**config.mk**
```make
export PLATFORM = sky130hd
export DESIGN_NAME = ssp_init_sequencer_flat
export DESIGN_NICKNAME = d
export VERILOG_FILES = /design/src/rtl/ssp_init_if.sv /design/src/rtl/ssp_init_sequencer.sv /design/src/flat_wrapper.sv
export SDC_FILE = /design/constraint.sdc
export NUM_CORES = 1
export LEC_CHECK = 0
export ABC_AREA = 0
export ABC_CLOCK_PERIOD_IN_PS = 1900
export CORE_ASPECT_RATIO = 0.9
export CORE_MARGIN = 4
export CORE_UTILIZATION = 25
export CTS_CLUSTER_DIAMETER = 30
export DETAILED_ROUTE_END_ITERATION = 6
export HOLD_SLACK_MARGIN = 0.02
export SYNTH_ARGS = -nofsm -noshare
export SYNTH_HDL_FRONTEND = slang
export SYNTH_SLANG_ARGS = --single-unit
```
**constraint.sdc**
```tcl
create_clock -name clk1 -period 1.9 [get_ports clk1]
set_input_delay 0.38 -clock clk1 [delete_from_list [all_inputs] [get_ports clk1]]
set_output_delay 0.38 -clock clk1 [all_outputs]
set_load 0.05 [all_outputs]
```
**src/rtl/ssp_init_if.sv**
```systemverilog
// ssp_init_if: register/memory write channels of ssp_init_sequencer.
// SSP_INIT_VERIFY_EN adds the memory read-back channel and verify status.
interface ssp_init_if #(
  parameter int REG_WIDTH   = 32,
  parameter int INSTR_WIDTH = 32,
  parameter int RA_W        = 5,
  parameter int MA_W        = 11
);
  logic                   reg_we;
  logic [RA_W-1:0]        reg_waddr;
  logic [REG_WIDTH-1:0]   reg_wdata;
  logic                   mem_we;
  logic [MA_W-1:0]        mem_waddr;
  logic [INSTR_WIDTH-1:0] mem_wdata;
`ifdef SSP_INIT_VERIFY_EN
  logic                   mem_re;
  logic [MA_W-1:0]        mem_raddr;
  logic [INSTR_WIDTH-1:0] mem_rdata;
  logic                   verify_err;
  logic [MA_W-1:0]        err_addr;
`endif
  modport master (
    output reg_we, reg_waddr, reg_wdata, mem_we, mem_waddr, mem_wdata
`ifdef SSP_INIT_VERIFY_EN
    , output mem_re, mem_raddr, verify_err, err_addr, input mem_rdata
`endif
  );
  modport slave (
    input reg_we, reg_waddr, reg_wdata, mem_we, mem_waddr, mem_wdata
`ifdef SSP_INIT_VERIFY_EN
    , input mem_re, mem_raddr, verify_err, err_addr, output mem_rdata
`endif
  );
endinterface

```
**src/rtl/ssp_init_sequencer.sv**
```systemverilog
// ssp_init_sequencer: power-on fill of register file (zeros) and instruction memory (NOPs), holding the core until done.
// SSP_INIT_VERIFY_EN adds a read-back pass over the memory after the fill.
module ssp_init_sequencer #(
  parameter int         REG_COUNT   = 32,
  parameter int         REG_WIDTH   = 32,
  parameter int         MEM_DEPTH   = 1028,
  parameter int         INSTR_WIDTH = 32,
  parameter logic [5:0] NOP_OPCODE  = 6'b111111,
  parameter bit         AUTO_START  = 1'b1,
  parameter int         RA_W        = $clog2(REG_COUNT),
  parameter int         MA_W        = $clog2(MEM_DEPTH)
) (
  input  logic       clk1,
  input  logic       reset,
  input  logic       start,
  output logic       core_hold,
  output logic       busy,
  output logic       done,
  ssp_init_if.master bus
);
  localparam logic [RA_W-1:0]        REG_LAST = RA_W'(REG_COUNT - 1);
  localparam logic [MA_W-1:0]        MEM_LAST = MA_W'(MEM_DEPTH - 1);
  localparam logic [INSTR_WIDTH-1:0] NOP      = {NOP_OPCODE, {(INSTR_WIDTH-6){1'b0}}};
  typedef enum logic [1:0] {IDLE, CLEAR, VERIFY, DONE} state_t;
  state_t state_q, state_d;
  logic reg_we_q, reg_we_d, mem_we_q, mem_we_d, go, fill_end;
  logic [RA_W-1:0] reg_waddr_q, reg_waddr_d;
  logic [MA_W-1:0] mem_waddr_q, mem_waddr_d;
  logic [INSTR_WIDTH-1:0] mem_wdata_q, mem_wdata_d;
`ifdef SSP_INIT_VERIFY_EN
  logic mem_re_q, mem_re_d, cmp_q, cmp_d, verify_err_q, verify_err_d, bad;
  logic [MA_W-1:0] mem_raddr_q, mem_raddr_d, cmp_addr_q, cmp_addr_d, err_addr_q, err_addr_d;
`endif
  // Each channel walks its own range and parks on its last address; the fill ends when both have parked.
  always_comb begin
    go = state_q == IDLE ? (AUTO_START || start) : (state_q == DONE && start);
    state_d = state_q;
    reg_we_d = reg_we_q && reg_waddr_q != REG_LAST;
    mem_we_d = mem_we_q && mem_waddr_q != MEM_LAST;
    reg_waddr_d = reg_we_d ? reg_waddr_q + 1'b1 : reg_waddr_q;
    mem_waddr_d = mem_we_d ? mem_waddr_q + 1'b1 : mem_waddr_q;
    mem_wdata_d = NOP;
    fill_end = state_q == CLEAR && !reg_we_d && !mem_we_d;
`ifdef SSP_INIT_VERIFY_EN
    mem_re_d = mem_re_q && mem_raddr_q != MEM_LAST;
    mem_raddr_d = mem_re_d ? mem_raddr_q + 1'b1 : mem_raddr_q;
    cmp_d = mem_re_q;
    cmp_addr_d = mem_raddr_q;
    bad = cmp_q && bus.mem_rdata != NOP;
    verify_err_d = !go && (verify_err_q || bad);
    err_addr_d = bad && !verify_err_q ? cmp_addr_q : err_addr_q;
    if (fill_end) begin
      state_d = VERIFY;
      mem_re_d = 1'b1;
      mem_raddr_d = '0;
    end else if (state_q == VERIFY && cmp_q && !mem_re_q) state_d = DONE;
`else
    if (fill_end) state_d = DONE;
`endif
    if (go) begin
      state_d = CLEAR;
      reg_we_d = 1'b1;
      mem_we_d = 1'b1;
      reg_waddr_d = '0;
      mem_waddr_d = '0;
    end
  end
  always_ff @(posedge clk1 or negedge reset)
    if (!reset) begin
      state_q <= IDLE;
      reg_we_q <= 1'b0;
      mem_we_q <= 1'b0;
      reg_waddr_q <= '0;
      mem_waddr_q <= '0;
      mem_wdata_q <= NOP;
`ifdef SSP_INIT_VERIFY_EN
      mem_re_q <= 1'b0;
      mem_raddr_q <= '0;
      cmp_q <= 1'b0;
      cmp_addr_q <= '0;
      verify_err_q <= 1'b0;
      err_addr_q <= '0;
`endif
    end else begin
      state_q <= state_d;
      reg_we_q <= reg_we_d;
      mem_we_q <= mem_we_d;
      reg_waddr_q <= reg_waddr_d;
      mem_waddr_q <= mem_waddr_d;
      mem_wdata_q <= mem_wdata_d;
`ifdef SSP_INIT_VERIFY_EN
      mem_re_q <= mem_re_d;
      mem_raddr_q <= mem_raddr_d;
      cmp_q <= cmp_d;
      cmp_addr_q <= cmp_addr_d;
      verify_err_q <= verify_err_d;
      err_addr_q <= err_addr_d;
`endif
    end
  assign busy = state_q == CLEAR || state_q == VERIFY;
  assign done = state_q == DONE;
  assign bus.reg_we = reg_we_q;
  assign bus.reg_waddr = reg_waddr_q;
  assign bus.reg_wdata = {REG_WIDTH{1'b0}};
  assign bus.mem_we = mem_we_q;
  assign bus.mem_waddr = mem_waddr_q;
  assign bus.mem_wdata = mem_wdata_q;
`ifdef SSP_INIT_VERIFY_EN
  assign core_hold = !done || verify_err_q;
  assign bus.mem_re = mem_re_q;
  assign bus.mem_raddr = mem_raddr_q;
  assign bus.verify_err = verify_err_q;
  assign bus.err_addr = err_addr_q;
`else
  assign core_hold = !done;
`endif
endmodule

```
**src/flat_wrapper.sv**
```systemverilog
// flat-port wrapper written by rule: the top's interface ports become plain ports
module ssp_init_sequencer_flat 
#(
  parameter int         REG_COUNT   = 32,
  parameter int         REG_WIDTH   = 32,
  parameter int         MEM_DEPTH   = 1028,
  parameter int         INSTR_WIDTH = 32,
  parameter logic [5:0] NOP_OPCODE  = 6'b111111,
  parameter bit         AUTO_START  = 1'b1,
  parameter int         RA_W        = $clog2(REG_COUNT),
  parameter int         MA_W        = $clog2(MEM_DEPTH)
)
  (clk1, reset, start, core_hold, busy, done, bus_reg_we, bus_reg_waddr, bus_reg_wdata, bus_mem_we, bus_mem_waddr, bus_mem_wdata);
  ssp_init_if #(.REG_WIDTH(REG_WIDTH), .INSTR_WIDTH(INSTR_WIDTH), .RA_W(RA_W), .MA_W(MA_W)) bus_i ();
  input  logic clk1;
  input  logic reset;
  input  logic start;
  output logic core_hold;
  output logic busy;
  output logic done;
  output wire logic [$bits(bus_i.reg_we)-1:0] bus_reg_we;
  output wire logic [$bits(bus_i.reg_waddr)-1:0] bus_reg_waddr;
  output wire logic [$bits(bus_i.reg_wdata)-1:0] bus_reg_wdata;
  output wire logic [$bits(bus_i.mem_we)-1:0] bus_mem_we;
  output wire logic [$bits(bus_i.mem_waddr)-1:0] bus_mem_waddr;
  output wire logic [$bits(bus_i.mem_wdata)-1:0] bus_mem_wdata;
  assign bus_reg_we = bus_i.reg_we;
  assign bus_reg_waddr = bus_i.reg_waddr;
  assign bus_reg_wdata = bus_i.reg_wdata;
  assign bus_mem_we = bus_i.mem_we;
  assign bus_mem_waddr = bus_i.mem_waddr;
  assign bus_mem_wdata = bus_i.mem_wdata;
  ssp_init_sequencer #(.REG_COUNT(REG_COUNT), .REG_WIDTH(REG_WIDTH), .MEM_DEPTH(MEM_DEPTH), .INSTR_WIDTH(INSTR_WIDTH), .NOP_OPCODE(NOP_OPCODE), .AUTO_START(AUTO_START), .RA_W(RA_W), .MA_W(MA_W)) u_core (.clk1(clk1), .reset(reset), .start(start), .core_hold(core_hold), .busy(busy), .done(done), .bus(bus_i));
endmodule
```
==> out/summary.md, run 1 <==
The final count of pins violating max slew was 0; the overall routing resource usage was 7.40%. The worst setup skew after layout came out at 0.00335 ns. In the layout the commonest cells are conb_1 (64), buf_4 (22), dfrtp_1 (18), nand2_1 (13), mux2i_1 (8). The per-cell via count in the routed design was 3.78; the mean post-synth cell area was 8.95 µm². Setup violations remaining at the end of the flow were counted as 0. Of all nets on the critical path, the largest fanout is 8.

In this run the tool buffered the top-level ports with 23 buffer cells. Count of endpoints failing hold in the final timing report: 0. The number of different library cells used by synthesis comes to 29. Overall power consumption after layout is estimated at 2.70 mW. The path depth of the worst reg2reg path works out to 6. The latest clock arrival within the worst-skew pair was 0.26 ns; the first-pass iteration count of the detailed router was 4. The run gives 172 as the gate count of the mapped netlist.

The reg-to-reg endpoint was u_core.bus.reg_waddr[3]. The number of standard-cell rows in the floorplan came out at 26. In this run the clock root is driven by a clkbuf_8. The congestion estimate from routability-driven global placement came to 0.786.

Maximum ir drop on the vdd rail: 664 µV. The run gives 0.20 ns as the internal reg-to-reg setup slack. The wire-length estimate of the detail-placed layout is 2.33 mm. The tools report the type of element launching the critical path as a flop. The H-tree depth is 1, and the number of sinks on the clock net is 20.

The tools report the static leakage as 0.860 nW. The run finished with clean final reports. The ratio of total power to cell area is 1630 nW/µm². The critical path endpoint category is a flop.

Setup repair after global routing left no endpoint under its margin. The number of design rule violations left after detail routing came out at 0. From synthesis to final layout, the design area changed by 7.80%.

The share of cells above drive strength 1 works out to 17.3%. Pin placement for this block handled 88 I/O pins. The final critical path takes up 89.6% of the cycle. The filler cells instantiated in the layout total 632. For this configuration, the core starts out at a cell density of 26.4%. Sum of negative setup slack: 0 ns.

The first global-routing pass estimated 4.38 mm of wire. The worst register-to-register path begins at u_core.bus.reg_waddr[0]. The number of synthesis warnings is 0. The CTS buffer count is 3, and the number of enable-type register cells in the synthesized netlist is 0.

The repair_antennas step left the layout with diodes totalling 0. For the quantity of gates resized following cts, the log shows 0. The clock slew seen by the registers of the worst setup and hold paths was 0.08 ns; the number of antenna violations at the first check in global routing was 0.

The core outline area is 5820 µm². For this block, the initial DRC count from the detailed router was 34. The endpoint arrival time on the critical path came out at 1.89 ns.

The die is 90.7 µm wide. The run gives 1540 µm² as the synthesized area. The worst min-delay path class was in2async. The number of global-route vias before repair is 856. Among all flip-flop cells after synthesis, the most frequent one is dfrtp_1.

For the cts-stage hold buffer count, the log shows 0. Summed over all layers, the routed wires come to 2.90 mm. The maximum number of pins on one net before global-route repair was 21. The run gives 2 as the buffer levels on the longest clock path. Clock period minus worst slack: 1.70 ns. At the end of the flow, the number of nets in the layout was 207.

The leading cell type in the layout, fill and taps excluded is conb_1. The number of flip-flops and latches in the synthesized netlist is 20, and the fraction of registers with async set or reset after synthesis is 100%. The die is 82.4 µm tall. Post-CTS timing repair inserted 0 buffers for setup. The worst setup path is of the reg2reg kind.

The maximum frequency from static timing analysis came out at 588 MHz. The total overflow reported by the global router came out at 0. The tools report the max-cap check violation count as 0. The routed layout has 1009 vias. For this run, the register share of the synthesized area comes to 32.5%. TritonCTS built the clock tree.

For the required time of the worst setup path, the log shows 2.09 ns. For the die outline area, the log shows 7480 µm². The detail route stage leaves a number of antenna-violating nets equal to 0. The average wire per cell in the routed design came out at 10.9 µm.
## flip-flops by register name, summed over array words and instances (netlist names)
name	flops
u_core.bus.reg_we	1
u_core.bus.mem_we	1
u_core.bus.reg_waddr	5
u_core.state_q	2
u_core.bus.mem_waddr	11
## worst max path at each step
stage | from | to | slack, ns
after floorplan | u_core.bus.reg_waddr[0] | u_core.bus.reg_waddr[3] | 0.008
after global placement | u_core.bus.reg_waddr[0] | u_core.bus.reg_waddr[3] | 0.23
after detailed placement | u_core.bus.reg_waddr[0] | u_core.bus.reg_waddr[3] | 0.21
after CTS | u_core.bus.reg_waddr[0] | u_core.bus.reg_waddr[3] | 0.19
after global routing | u_core.bus.reg_waddr[0] | u_core.bus.reg_waddr[3] | 0.14
final | u_core.bus.reg_waddr[0] | u_core.bus.reg_waddr[3] | 0.20
## final cells by class
class	instances	area, µm²	share of cell area [%]
Clock buffer	4	55.1	3.32
Inverter	6	22.5	1.36
Multi-Input combinational cell	141	766	46.2
Sequential cell	20	503	30.3
Tap cell	70	87.6	5.28
Timing Repair Buffer	26	225	13.6
## through the flow
step | instance area [µm²] | utilization (%) | setup slack [ns] | instances | hold WS, ns
after floorplan | 1790 | - | 0.00754 | 234 | 0.0844
after global routing | 1660 | 28.5 | 0.140 | 267 | 0.479
after CTS | 1660 | 28.5 | 0.191 | 267 | 0.461
final | 1660 | 28.5 | 0.198 | 267 | 0.448
after global placement | 1600 | 27.5 | 0.232 | 263 | 0.546
after detailed placement | 1600 | 27.5 | 0.213 | 263 | 0.562
## cells in the mapped netlist (all sizes together), types with 2 or more instances
cell / n / area, µm²
o21ai: 2 / 10.0
nor2: 7 / 26.3
or3: 2 / 12.5
o31ai: 2 / 15.0
clkbuf: 2 / 7.51
a31oi: 2 / 12.5
dfrtp: 20 / 500
conb: 2 / 7.51
nor4: 5 / 31.3
nand2: 13 / 48.8
nand4: 2 / 12.5
buf: 65 / 485
a21oi: 4 / 20.0
ha: 6 / 75.1
inv: 6 / 22.5
nand2b: 7 / 43.8
xor2: 4 / 35.0
mux2i: 8 / 80.1
nand3: 5 / 30.0
## worst max-delay path, cell delays in order, from the launching register on
cell	delay [ns]
dfrtp_2	0.43
ha_2	0.19
and3_1	0.17
ha_1	0.18
nand2b_4	0.18
or3_1	0.35
a21oi_1	0.12
## power breakdown
group	internal [mW]	total, mW	leakage, nW	switching (mW)
logic	0.452	1.61	0.589	1.16
registers	0.571	0.751	0.243	0.180
clock network	0.185	0.333	0.0288	0.148
total	1.21	2.70	0.860	1.49
## cells by family after synthesis
family / count (synthesis) / synth area share [%]
AO/OA/AOI/OAI: 13 / 5.12
adder cells (fa/ha/maj): 6 / 4.88
XOR/XNOR: 4 / 2.28
AND/OR/NAND/NOR: 46 / 16.0
buffers and inverters: 73 / 33.5
other: 2 / 0.488
multiplexers: 8 / 5.20
flip-flops: 20 / 32.5
## per-layer routing
layer	vias up	routed length [µm]	share of wire (%)	GRT usage (%)
met5	-	0	0	0
met4	0	48	1.7	3.67
met3	5	227	7.8	1.63
met2	44	1340	46	11.5
met1	471	1280	44	9.76
li1	489	-	-	-
No activity file was read; power rests on OpenSTA's default activity.
==> run 2, diff against run 1 <==
- CORE_MARGIN: 4 -> 2
- MAX_ROUTING_LAYER: not set -> met4
==> out/summary.md, run 2 (synthesis results as in run 1) <==
The count of endpoints failing hold in the final timing report is 0 (unchanged). The worst setup path is launched from a flop. The logs give 27 (+3.8%) for the number of standard-cell rows in the floorplan and 2.08 ns (about the same) for the required time of the worst setup path.

The chip width is 86.7 µm (-4.4%). Setup repair after global routing left no endpoint under its margin. The cts-stage hold buffer count is 0 (unchanged), and the number of global-route vias before repair is 895 (+4.6%). TritonCTS built the clock tree. The logs give 25.5% (-0.98 points) for the starting density of the core and 0.188 ns (-0.0105 ns) for the worst-case setup margin in the final layout.

For the max-cap check violation count, the log shows 0 (unchanged). STA classifies the critical path endpoint as a flop. The number of buffer and inverter stages on the critical path was 0 (unchanged).

The count of buffers from port buffering was 23 (unchanged); the quantity of gates resized following cts was 0 (unchanged). The library cell used most frequently in the layout, excluding fill and tap cells, is conb_1. The number of nets with antenna violations after routing came out at 0 (unchanged). The tools report the total number of vias as 1007 (-0.20%). The logs give 20 (unchanged) for the number of sinks on the clock net and 2.60 mm (-10%) for the final routed wirelength across all metal layers. The number of flip-flops under the largest register name works out to 11 (unchanged). For the starting DRC count in detailed routing, the log shows 31 (-8.8%). The kind of cell with the highest combined delay along the critical path is simple AND/OR/NAND/NOR gates. The run gives 0 (unchanged) as the final antenna diode count. The cell with the largest stage delay on the worst path is dfrtp_2. The flow ran to the end, and the final reports show no timing, DRC or antenna violations. In the layout the commonest cells are conb_1 (64), buf_4 (22), dfrtp_1 (18), nand2_1 (13), mux2i_1 (8).

For the endpoint arrival time on the critical path, the log shows 1.90 ns (about the same). The number of setup violations in the final report came out at 0 (unchanged). Count of pins on the block boundary: 88 (unchanged). The run gives 8.08% (+0.68 points) as the overall routing resource usage. Final total power: 2.69 mW (-0.44%). The die boundary height came out at 78.4 µm (-4.9%).

The first-pass iteration count of the detailed router was 4 (unchanged); the sum of negative setup slack was 0 ns (unchanged). The tools report the die outline area as 6800 µm² (-9.0%). The CTS buffer count is 3 (unchanged). The maximum ir drop on the vdd rail is 986 µV (+49%), and the detailed placement HPWL is 2.03 mm (-13%). The maximum frequency from static timing analysis was 584 MHz (-0.61%); the final worst-path cycle share was 90.1% (+0.55 points). For the static leakage, the log shows 0.860 nW (unchanged). Maximum number of pins on one net before global-route repair: 21 (unchanged). The worst-case setup slack after placement is 0.197 ns (-0.0162 ns).

The average wire per cell in the routed design came out at 9.67 µm (-11%). The latest clock arrival within the worst-skew pair came out at 0.26 ns (about the same). The clock period minus worst slack works out to 1.71 ns (+0.0105 ns). Number of design rule violations left after detail routing: 0 (unchanged). The share of cells above drive strength 1 works out to 17.3% (unchanged). The post-CTS setup buffer count came out at 0 (unchanged). The global placer's final weighted congestion is 0.801 (+2.0%), and the final layout net count is 207 (unchanged).

Clock slew seen by the registers of the worst setup and hold paths: 0.08 ns (about the same). The first-pass GRT wire length is 4.29 mm (-2.1%), and the worst setup skew after layout is 0.00540 ns (+0.00204 ns). The worst min-delay path class was in2async. The run gives 6050 µm² (+3.8%) as the core outline area.

The total overflow reported by the global router came out at 0 (unchanged). Walking the worst path, the cells encountered are ha_2 > and3_1 > ha_1 > nand2b_4 > or3_1 > a21oi_1. The start-to-end type of the worst setup path was reg2reg. The ratio of total power to cell area works out to 1620 nW/µm² (-0.59%). The per-cell via count in the routed design was 3.74 (-0.94%). The final count of pins violating max slew came out at 0 (unchanged). The critical path's largest stage delay was 0.43 ns (about the same).

The maximum fanout encountered on the critical timing path was 8 (unchanged); the H-tree depth was 1 (unchanged). The number of antenna violations at the first check in global routing is 0 (unchanged). The cell sitting at the root of the clock tree is a clkbuf_8. The area growth from synthesis to layout is 7.97%.

The buffer levels on the longest clock path is 2 (unchanged).
[run 2: routing by layer]
layer  global-route usage (%)  vias up  share of wire [%]
li1                         -      491                  -
met1                     11.1      463                 48
met2                     11.8       48                 45
met3                    0.946        5                5.3
met4                     3.75        0                1.8
met5                        -        -                  0
[run 2: worst paths after layout]
path | startpoint | to | slack [ns] | depth (start not counted)
worst min-delay path | reset | u_core.bus.mem_waddr[9] | 0.45 | 2
worst min register to register | u_core.bus.reg_waddr[1] | u_core.bus.reg_waddr[1] | 0.57 | 2
worst max-delay path | u_core.bus.reg_waddr[0] | u_core.bus.reg_waddr[3] | 0.19 | 6
worst max register to register | u_core.bus.reg_waddr[0] | u_core.bus.reg_waddr[3] | 0.19 | 6
min in group clk1 | u_core.bus.reg_waddr[1] | u_core.bus.reg_waddr[1] | 0.57 | 2
max in group asynchronous | reset | u_core.bus.reg_waddr[0] | 1.22 | 2
[run 2: where the power goes]
part,switching (mW),internal [mW]
Clock,0.145,0.185
Combinational,1.15,0.452
Sequential,0.178,0.572
[run 2: final cells by class]
cell class | instances | area (µm²)
clock buffer | 4 | 55.1
inverter | 6 | 22.5
timing repair buffer | 26 | 225
tap | 72 | 90.1
sequential | 20 | 503
fill | 640 | 4390
multi-input combinational | 141 | 766
[run 2: metrics by stage]
step	std cells	hold WS (ns)	utilization [%]	instance area (µm²)
after floorplan	234	0.0844	-	1790
after global placement	265	0.543	26.6	1610
after detailed placement	265	0.558	26.6	1610
after CTS	269	0.457	27.5	1660
after global routing	269	0.472	27.5	1660
final	269	0.449	27.5	1660
[run 2: worst reg2reg max path, cell delays in order (launching register included)]
cell	delay [ns]
dfrtp_2	0.43
ha_2	0.19
and3_1	0.18
ha_1	0.18
nand2b_4	0.18
or3_1	0.35
a21oi_1	0.12
==> run 3, diff against run 2 <==
- CELL_PAD_IN_SITES_DETAIL_PLACEMENT: not set -> 1
- CELL_PAD_IN_SITES_GLOBAL_PLACEMENT: not set -> 1
- CORE_UTILIZATION: 25 -> 24
- PLACE_DENSITY_LB_ADDON: not set -> 0.1
==> out/summary.md, run 3 (synthesis results as in run 1) <==
Maximum frequency from static timing analysis: 578 MHz (-1.1%). The core outline area is 6150 µm² (+1.7%), and the count of buffers from port buffering is 23 (unchanged). The final worst-path cycle share works out to 91.1% (+1.0 points). The worst setup path is launched from a flop. The logs give 2 (unchanged) for the buffer levels on the longest clock path and 7070 µm² (+4.0%) for the die outline area.

Setup repair after global routing left no endpoint under its margin. The total overflow reported by the global router is 0 (unchanged), and the worst setup skew after layout is 0.00300 ns (-0.00240 ns). The starting DRC count in detailed routing is 17 (-45%), and the maximum ir drop on the vdd rail is 393 µV (-60%). The detailed placement HPWL was 2.46 mm (+21%); the required time of the worst setup path was 2.09 ns (about the same).

In the layout the commonest cells are conb_1 (64), buf_4 (21), dfrtp_1 (18), nand2_1 (13), mux2i_1 (8). The worst min-delay path class was in2async. The final hold slack is 0.461 ns (+0.0120 ns). The chip width came out at 88.4 µm (+2.0%).

The average wire per cell in the routed design was 11.0 µm (+13%). The start-to-end type of the worst setup path is reg2reg. The final antenna diode count was 0 (unchanged); the number of setup violations in the final report was 0 (unchanged). CTS buffer count: 3 (unchanged). Number of flip-flops under the largest register name: 11 (unchanged).

Count of endpoints failing hold in the final timing report: 0 (unchanged). The endpoint arrival time on the critical path came out at 1.92 ns (+0.02 ns). In this run the clock root is driven by a clkbuf_8.

The overall routing resource usage is 8.99% (+0.90 points), and the latest clock arrival within the worst-skew pair is 0.26 ns (about the same). The number of antenna violations at the first check in global routing was 0 (unchanged); the number of nets with antenna violations after routing was 0 (unchanged). The run gives 20 (unchanged) as the number of sinks on the clock net. TritonCTS built the clock tree.

The tools report the final count of pins violating max slew as 0 (unchanged). The area growth from synthesis to layout is 10.0%. The tools report the first-pass GRT wire length as 4.80 mm (+12%). The worst-case setup slack after placement is 0.181 ns (-0.0158 ns).

The clock period minus worst slack was 1.73 ns (+0.0195 ns); the global placer's final weighted congestion was 0.715 (-11%). The quantity of gates resized following cts is 0 (unchanged), and the ratio of total power to cell area is 1610 nW/µm² (-0.30%). The flow ran to the end, and the final reports show no timing, DRC or antenna violations. The logs give 21 (unchanged) for the maximum number of pins on one net before global-route repair and 0 (unchanged) for the post-CTS setup buffer count. The per-cell via count in the routed design works out to 3.67 (-2.0%).

The logs give 0.168 ns (-0.0195 ns) for the worst-case setup margin in the final layout and 27 (unchanged) for the number of standard-cell rows in the floorplan. Final layout net count: 207 (unchanged). STA classifies the critical path endpoint as a flop. The tools report the count of pins on the block boundary as 88 (unchanged). The static leakage is 0.863 nW (+0.34%), and the first-pass iteration count of the detailed router is 4 (unchanged).

The maximum fanout encountered on the critical timing path was 8 (unchanged); the final routed wirelength across all metal layers was 3.12 mm (+20%). Total number of vias: 1042 (+3.5%). The cts-stage hold buffer count was 0 (unchanged). The run gives 0 (unchanged) as the number of design rule violations left after detail routing. The run gives 1 (unchanged) as the H-tree depth.

For the starting density of the core, the log shows 25.0% (-0.42 points). The share of cells above drive strength 1 is 17.3% (unchanged), and the path depth of the worst reg2reg path is 6 (unchanged). The die boundary height came out at 80.0 µm (+2.0%). The library cell used most frequently in the layout, excluding fill and tap cells, is conb_1. The logs give 0 (unchanged) for the max-cap check violation count and 931 (+4.0%) for the number of global-route vias before repair. The sum of negative setup slack was 0 ns (unchanged); the clock slew seen by the registers of the worst setup and hold paths was 0.08 ns (about the same).
-- run 3: path summary, 6_finish.rpt --
path,startpoint,endpoint,slack (ns)
max,u_core.bus.reg_waddr[0],u_core.bus.reg_waddr[3],0.17
min,reset,u_core.bus.mem_waddr[5],0.46
max reg2reg,u_core.bus.reg_waddr[0],u_core.bus.reg_waddr[3],0.17
min reg2reg,u_core.state_q[0],u_core.state_q[0],0.58
max in group asynchronous,reset,u_core.bus.reg_waddr[0],1.20
min in group clk1,u_core.state_q[0],u_core.state_q[0],0.58
-- run 3: through the flow --
| stage | util [%] | area, µm² | power [mW] | std cells |
|---|---|---|---|---|
| after floorplan | - | 1790 | 2.06 | 234 |
| after global placement | 26.6 | 1640 | 2.39 | 280 |
| after detailed placement | 26.6 | 1640 | 2.42 | 280 |
| after CTS | 27.5 | 1690 | 2.77 | 284 |
| after global routing | 27.5 | 1690 | 2.91 | 284 |
| final | 27.5 | 1690 | 2.73 | 284 |
-- run 3: area by class of cell --
cell class | instances | area [µm²]
fillers | 751 | 4460
well taps | 87 | 109
inverters | 6 | 22.5
flip-flops and latches | 20 | 503
clock buffers | 4 | 55.1
repair buffers | 26 | 238
multi-input cells | 141 | 766
-- run 3: worst max-delay path: stages (launching register included) --
cell and delay (ns):
dfrtp_2 0.44, ha_2 0.20, and3_1 0.17, ha_1 0.19, nand2b_4 0.19, or3_1 0.35, a21oi_1 0.12
-- run 3: where the power goes --
part / internal (mW) / leakage, nW / total, mW / switching, mW
logic: 0.470 / 0.592 / 1.64 / 1.17
registers: 0.571 / 0.243 / 0.753 / 0.182
clock network: 0.185 / 0.0288 / 0.334 / 0.150
total: 1.23 / 0.863 / 2.73 / 1.50
-- run 3: layer usage --
metal	routed length [µm]	GRT usage, %
met3	214	1.96
met1	1410	11.7
met2	1440	13.5
met4	56	3.64
met5	0	-
